$ cat src/rtl/func_gen_sweep_ctrl.sv
// Frequency-sweep sequencer driving f_set/w_set/a_set of the sine/cos function generator.
// Define SWEEP_LOOP_EN to wrap from f_stop back to f_start indefinitely instead of finishing.
module func_gen_sweep_ctrl #(
    parameter int         F_W     = 19,
    parameter int         DWELL_W = 16,
    parameter int         F_MIN   = 1,
    parameter int         F_MAX   = 50000,
    parameter logic [2:0] A_MUTE  = 3'b111
) (
    input  logic               clk,
    input  logic               rst,
    input  logic               s_clk,
    input  logic               start,
    input  logic               abort,
    input  logic [F_W-1:0]     f_start,
    input  logic [F_W-1:0]     f_stop,
    input  logic [F_W-1:0]     f_step,
    input  logic [DWELL_W-1:0] dwell,
    input  logic               w_cfg,
    input  logic [2:0]         a_cfg,
    output logic [F_W-1:0]     f_set,
    output logic               w_set,
    output logic [2:0]         a_set,
    output logic               busy,
    output logic               step_pulse,
    output logic               done,
    output logic               cfg_err
);

    localparam logic [F_W-1:0] FMIN_W = F_W'(F_MIN);
    localparam logic [F_W-1:0] FMAX_W = F_W'(F_MAX);

    typedef enum logic [1:0] {IDLE, RUN, DONE} state_t;

    state_t             r_state;
    logic [F_W-1:0]     r_fStart;
    logic [F_W-1:0]     r_fStop;
    logic [F_W-1:0]     r_fStep;
    logic [DWELL_W-1:0] r_dwell;
    logic [DWELL_W-1:0] r_cnt;
    logic               r_up;

    logic [F_W-1:0]     w_startClamp;
    logic [F_W-1:0]     w_stopClamp;
    logic [DWELL_W-1:0] w_dwellEff;
    logic [DWELL_W-1:0] w_cntNext;
    logic               w_cfgValid;
    logic [F_W:0]       w_sum;
    logic [F_W:0]       w_diff;
    logic [F_W-1:0]     w_nextFreq;

    always_comb begin
        w_startClamp = f_start;
        if (f_start < FMIN_W)
            w_startClamp = FMIN_W;
        else if (f_start > FMAX_W)
            w_startClamp = FMAX_W;

        w_stopClamp = f_stop;
        if (f_stop < FMIN_W)
            w_stopClamp = FMIN_W;
        else if (f_stop > FMAX_W)
            w_stopClamp = FMAX_W;

        w_cfgValid = (f_step != '0) && (a_cfg <= 3'd5);
        w_dwellEff = (dwell == '0) ? DWELL_W'(1) : dwell;
        w_cntNext  = r_cnt + DWELL_W'(1);

        // One extra bit so a step past either end is seen as overshoot, not wrap-around.
        w_sum  = {1'b0, f_set} + {1'b0, r_fStep};
        w_diff = {1'b0, f_set} - {1'b0, r_fStep};
        if (r_up)
            w_nextFreq = (w_sum >= {1'b0, r_fStop}) ? r_fStop : w_sum[F_W-1:0];
        else
            w_nextFreq = (w_diff[F_W] || (w_diff[F_W-1:0] <= r_fStop)) ? r_fStop : w_diff[F_W-1:0];
    end

    always_ff @(posedge clk) begin
        if (rst) begin
            r_state    <= IDLE;
            f_set      <= FMIN_W;
            w_set      <= 1'b0;
            a_set      <= A_MUTE;
            busy       <= 1'b0;
            step_pulse <= 1'b0;
            done       <= 1'b0;
            cfg_err    <= 1'b0;
            r_fStart   <= FMIN_W;
            r_fStop    <= FMIN_W;
            r_fStep    <= '0;
            r_dwell    <= DWELL_W'(1);
            r_cnt      <= '0;
            r_up       <= 1'b1;
        end else begin
            step_pulse <= 1'b0;
            done       <= 1'b0;
            cfg_err    <= 1'b0;
            if (abort) begin
                r_state <= IDLE;
                a_set   <= A_MUTE;
                busy    <= 1'b0;
            end else begin
                case (r_state)
                    IDLE: begin
                        if (start) begin
                            if (w_cfgValid) begin
                                r_fStart <= w_startClamp;
                                r_fStop  <= w_stopClamp;
                                r_fStep  <= f_step;
                                r_dwell  <= w_dwellEff;
                                r_up     <= (w_startClamp <= w_stopClamp);
                                r_cnt    <= '0;
                                f_set    <= w_startClamp;
                                w_set    <= w_cfg;
                                a_set    <= a_cfg;
                                busy     <= 1'b1;
                                r_state  <= RUN;
                            end else begin
                                cfg_err <= 1'b1;
                            end
                        end
                    end
                    RUN: begin
                        if (s_clk) begin
                            if (w_cntNext == r_dwell) begin
                                r_cnt <= '0;
                                if (f_set == r_fStop) begin
`ifdef SWEEP_LOOP_EN
                                    f_set      <= r_fStart;
                                    step_pulse <= 1'b1;
`else
                                    r_state <= DONE;
                                    done    <= 1'b1;
                                    busy    <= 1'b0;
                                    a_set   <= A_MUTE;
`endif
                                end else begin
                                    f_set      <= w_nextFreq;
                                    step_pulse <= 1'b1;
                                end
                            end else begin
                                r_cnt <= w_cntNext;
                            end
                        end
                    end
                    DONE: r_state <= IDLE;
                    default: r_state <= IDLE;
                endcase
            end
        end
    end

endmodule

$ cat config.mk
export PLATFORM = sky130hd
export DESIGN_NAME = func_gen_sweep_ctrl
export DESIGN_NICKNAME = d
export VERILOG_FILES = /design/src/rtl/func_gen_sweep_ctrl.sv
export SDC_FILE = /design/constraint.sdc
export NUM_CORES = 1
export LEC_CHECK = 0
export ABC_AREA = 1
export BUFFER_PORTS_ARGS = -buffer_cell sky130_fd_sc_hd__clkbuf_2
export CORE_MARGIN = 3
export CORE_UTILIZATION = 40
export CTS_BUF_LIST = sky130_fd_sc_hd__clkbuf_4
export CTS_CLUSTER_DIAMETER = 50
export DETAILED_ROUTE_END_ITERATION = 7
export SYNTH_ARGS = -nofsm -noshare
export SYNTH_HDL_FRONTEND = slang
export SYNTH_SLANG_ARGS = --single-unit
$ cat constraint.sdc
create_clock -name clk -period 5.05 [get_ports clk]
set_clock_uncertainty 0.05 [all_clocks]
set_input_delay 0.2525 -clock clk [delete_from_list [all_inputs] [get_ports clk]]
set_output_delay 0.2525 -clock clk [all_outputs]
set_load 0.05 [all_outputs]
==> impl_metrics.py <==
metrics = {
    "die": {
        "io_pins": 109,
        "core_um2": 22800,
        "chipHeight_um": 159,
        "die_area_um2": 25200,
        "placementRows": 55,
        "initial_core_util": 0.410,
        "dieWidth_um": 159,
    },
    "yosys": {
        "post_synth_inst_count": 1489,
        "syn_area_um2": 9350,
        "async_flop_share": 0,
        "yosysTopAreaCell": "dfxtp_1",
        "ys.warnings.count": 0,
        "seq_area_frac_synth": 0.214,
        "yosys-top-cells-area": "dfxtp_1 (21%), nand2_1 (13%), ha_1 (13%), inv_1 (8.7%), a21oi_1 (8.3%)",
        "synth_top_area_frac": 0.214,
        "synth_edf_count": 0,
        "synth_cell_types": 53,
        "synth.avg_cell_area_um2": 6.28,
        "ys_ff_latch": 100,
        "synthFlopType": "dfxtp_1",
    },
    "placed_design": {
        "port-buffer-count": 108,
        "gp_congestion": 0.965,
        "dpl_cell_area_um2": 10300,
        "dp_hpwl_um": 26900,
        "post-place-ws_ns": 0.573,
    },
    "worst_setup_path": {
        "critPathBufInv": 6,
        "critPathMaxFanout": 16,
        "cp_top_family": "simple AND/OR/NAND/NOR gates",
        "crit_type": "flip-flop to flip-flop",
        "r2r_setup_slack_ns": 0.47,
        "ff2ff_path_depth": 26,
        "cpMaxStageDelayCell": "dfxtp_1",
        "r2r-start": "f_set[1]",
        "r2r-end": "f_set[0]",
        "end_kind": "flip-flop",
        "arrival_ns": 4.96,
        "cp.required_ns": 5.42,
        "cpMostUsedCell": "nand2_1",
        "slowest_delay_ns": 0.64,
        "critPathLaunchType": "flip-flop",
    },
    "pwr": {
        "p_leak_uw": 0.00544,
        "p_per_area_nw_per_um2": 234,
        "p_sw_frac": 0.463,
        "pwr-share-seq": 0.341,
        "peakVddDrop_mv": 0.140,
        "power.total_uw": 2530,
        "power.switching_uw": 1170,
        "comb_power_share": 0.475,
        "p_int_uw": 1360,
        "clkPwrFrac": 0.184,
    },
    "min_path": {
        "hold_start": "f_step[4]",
        "worstHoldPathType": "input port to flip-flop",
        "hold_path_depth": 3,
        "holdPathEnd": "r_fStep[4]",
    },
    "cells_and_area": {
        "drive_gt1_frac": 0.125,
        "seqCellArea_um2": 2000,
        "final_util": 0.474,
        "nNetsFinal": 1806,
        "final_cell_mix": "nand2_1 (333), inv_1 (216), a21oi_1 (155), nor2_1 (129), clkbuf_2 (108)",
        "fin_area_um2": 10800,
        "syn_to_final_growth_pct": 15.6,
        "num-fill-cells": 2415,
        "final_common_cell": "nand2_1",
        "multi_input_area_um2": 6310,
    },
    "clock_network": {
        "cts_tree": "done",
        "cts_root_buf": "clkbuf_4",
        "clock-sinks": 100,
        "htree_levels": 3,
        "clk_path_buf_depth": 2,
        "clkLatencyLatePin_ns": 0.53,
        "clk_pin_slew_ns": 0.19,
        "numCtsBuffers": 9,
    },
    "sta": {
        "fin_crit_sh": 0.908,
        "tns_ns": 0,
        "worst_pin_slew_ns": 0.783,
        "fin_crit_ns": 4.58,
        "clock.fmax_ghz": 0.218,
        "rsz0062_at_grt": "no",
        "hold_viol": 0,
        "finalSetupViolCount": 0,
        "slew_viol_final": 0,
        "slew_headroom": 0.477,
        "fin_ws_ns": 0.466,
    },
    "drt": {
        "drt_iter0_markers": 810,
        "first_pass_iters": 6,
        "drc_errors": 0,
        "num_vias": 10300,
        "drt-total-wl_um": 33800,
        "ant_nets": 0,
        "detail_route.vias_per_cell": 5.28,
        "avgRoutedWirePerCell_um": 17.4,
    },
    "grt": {
        "grt_pass1_vias": 9416,
        "grt_pass1_wl_um": 52100,
        "grt_start_max_net_pins": 45,
        "grt-ovfl-total": 0,
        "antenna_found_initial": 1,
        "track_usage": 0.259,
    },
    "flow_run": {
        "maxCapViolCount": 0,
    },
    "run_status": {
        "status": "finished, final reports clean",
    },
}
==> final cells by class <==
cell class / instances / area share
inverters: 223 / 0.0775
clock inverters: 7 / 0.00741
clock buffers: 9 / 0.00625
repair buffers: 173 / 0.103
well taps: 313 / 0.0362
diodes: 2 / 0.000463
flip-flops and latches: 100 / 0.185
multi-input cells: 1119 / 0.584
==> metal layers <==
| layer | part of all wire | global-route usage | up-vias |
|---|---|---|---|
| met5 | 0 | 0 | - |
| met4 | 0.047 | 0.108 | 0 |
| met3 | 0.060 | 0.0282 | 54 |
| met2 | 0.46 | 0.431 | 366 |
| met1 | 0.43 | 0.343 | 4705 |
| li1 | - | - | 5153 |
==> state kept, by name, summed over array words and instances (netlist names) <==
signal and count:
r_dwell 16, w_set 1, r_cnt 16, r_fStop 19, step_pulse 1, f_set 19
cfg_err 1, busy 1, r_up 1, r_state 2, a_set 3, done 1
r_fStep 19
==> cells by family after synthesis <==
kind of cell,after synthesis,synth area share
AO/OA/AOI/OAI,302,0.178
XOR/XNOR,49,0.0467
adder cells (fa/ha/maj),98,0.133
buffers and inverters,274,0.113
flip-flops,100,0.214
other,2,0.000803
AND/OR/NAND/NOR,664,0.314
==> how the worst max path moves through the flow <==
stage	from	end	slack (ns)	cells after the start
finish	f_set[1]	f_set[0]	0.47	26
global route	f_set[1]	f_set[0]	0.05	26
CTS	f_set[1]	f_set[0]	0.54	26
detailed placement	f_set[1]	f_set[14]	0.57	24
global placement	f_set[1]	f_set[14]	0.56	24
floorplan	f_set[0]	f_set[10]	1.01	26
==> synth_stat cells (2+ instances only) <==
cell / n
a21o_1: 4
buf_2: 13
nor2_4: 4
fa_1: 2
clkinv_1: 5
nor2_2: 12
or2_2: 7
nand3_2: 4
nand4_1: 26
nor4_1: 23
nor3_1: 19
a21oi_2: 2
o31ai_1: 4
nand2_4: 4
o211ai_1: 13
dfxtp_1: 100
xor2_1: 36
nor2_1: 129
nand2_1: 333
buf_1: 2
nand3_1: 94
buf_4: 2
a211oi_1: 7
clkbuf_1: 33
a21oi_1: 155
inv_2: 2
nand2_2: 5
a31oi_1: 2
ha_1: 96
xnor2_1: 12
conb_1: 2
o21ai_1: 4
inv_1: 216
o21bai_1: 8
o21ai_0: 91
==> power groups by stage <==
stage / clock [µW] / sequential [µW] / combinational [µW]
after floorplan: 0 / 901 / 775
final: 465 / 862 / 1200
after global routing: 499 / 865 / 1340
after CTS: 477 / 861 / 1180
after detailed placement: 0 / 878 / 1150
after global placement: 0 / 877 / 1150
==> through the flow <==
stage	cells	hold slack [ns]
global route	1946	0.00655
detailed placement	1894	0.404
floorplan	1493	0.337
global placement	1894	0.410
finish	1946	0.0150
CTS	1944	0.000302
==> worst register-to-register path: cells and delay by family, from the launching register on <==
| kind | cells | cell delay, ns |
|---|---|---|
| AO/OA/AOI/OAI | 4 | 0.70 |
| XOR/XNOR | 1 | 0.14 |
| adder cells (fa/ha/maj) | 2 | 0.82 |
| buffers and inverters | 6 | 0.74 |
| flip-flops | 1 | 0.64 |
| AND/OR/NAND/NOR | 13 | 1.40 |
==> timing repair <==
| item | 4_1_cts | 5_1_grt |
|---|---|---|
| endpoints found under the hold margin | 35 | 0 |
| resized for setup | 0 | 0 |
| buffers inserted | 0 | 0 |
| hold buffers | 34 | 0 |
| setup endpoints to repair | 0 | 0 |
Note: power is estimated with default switching activity, not from simulation.
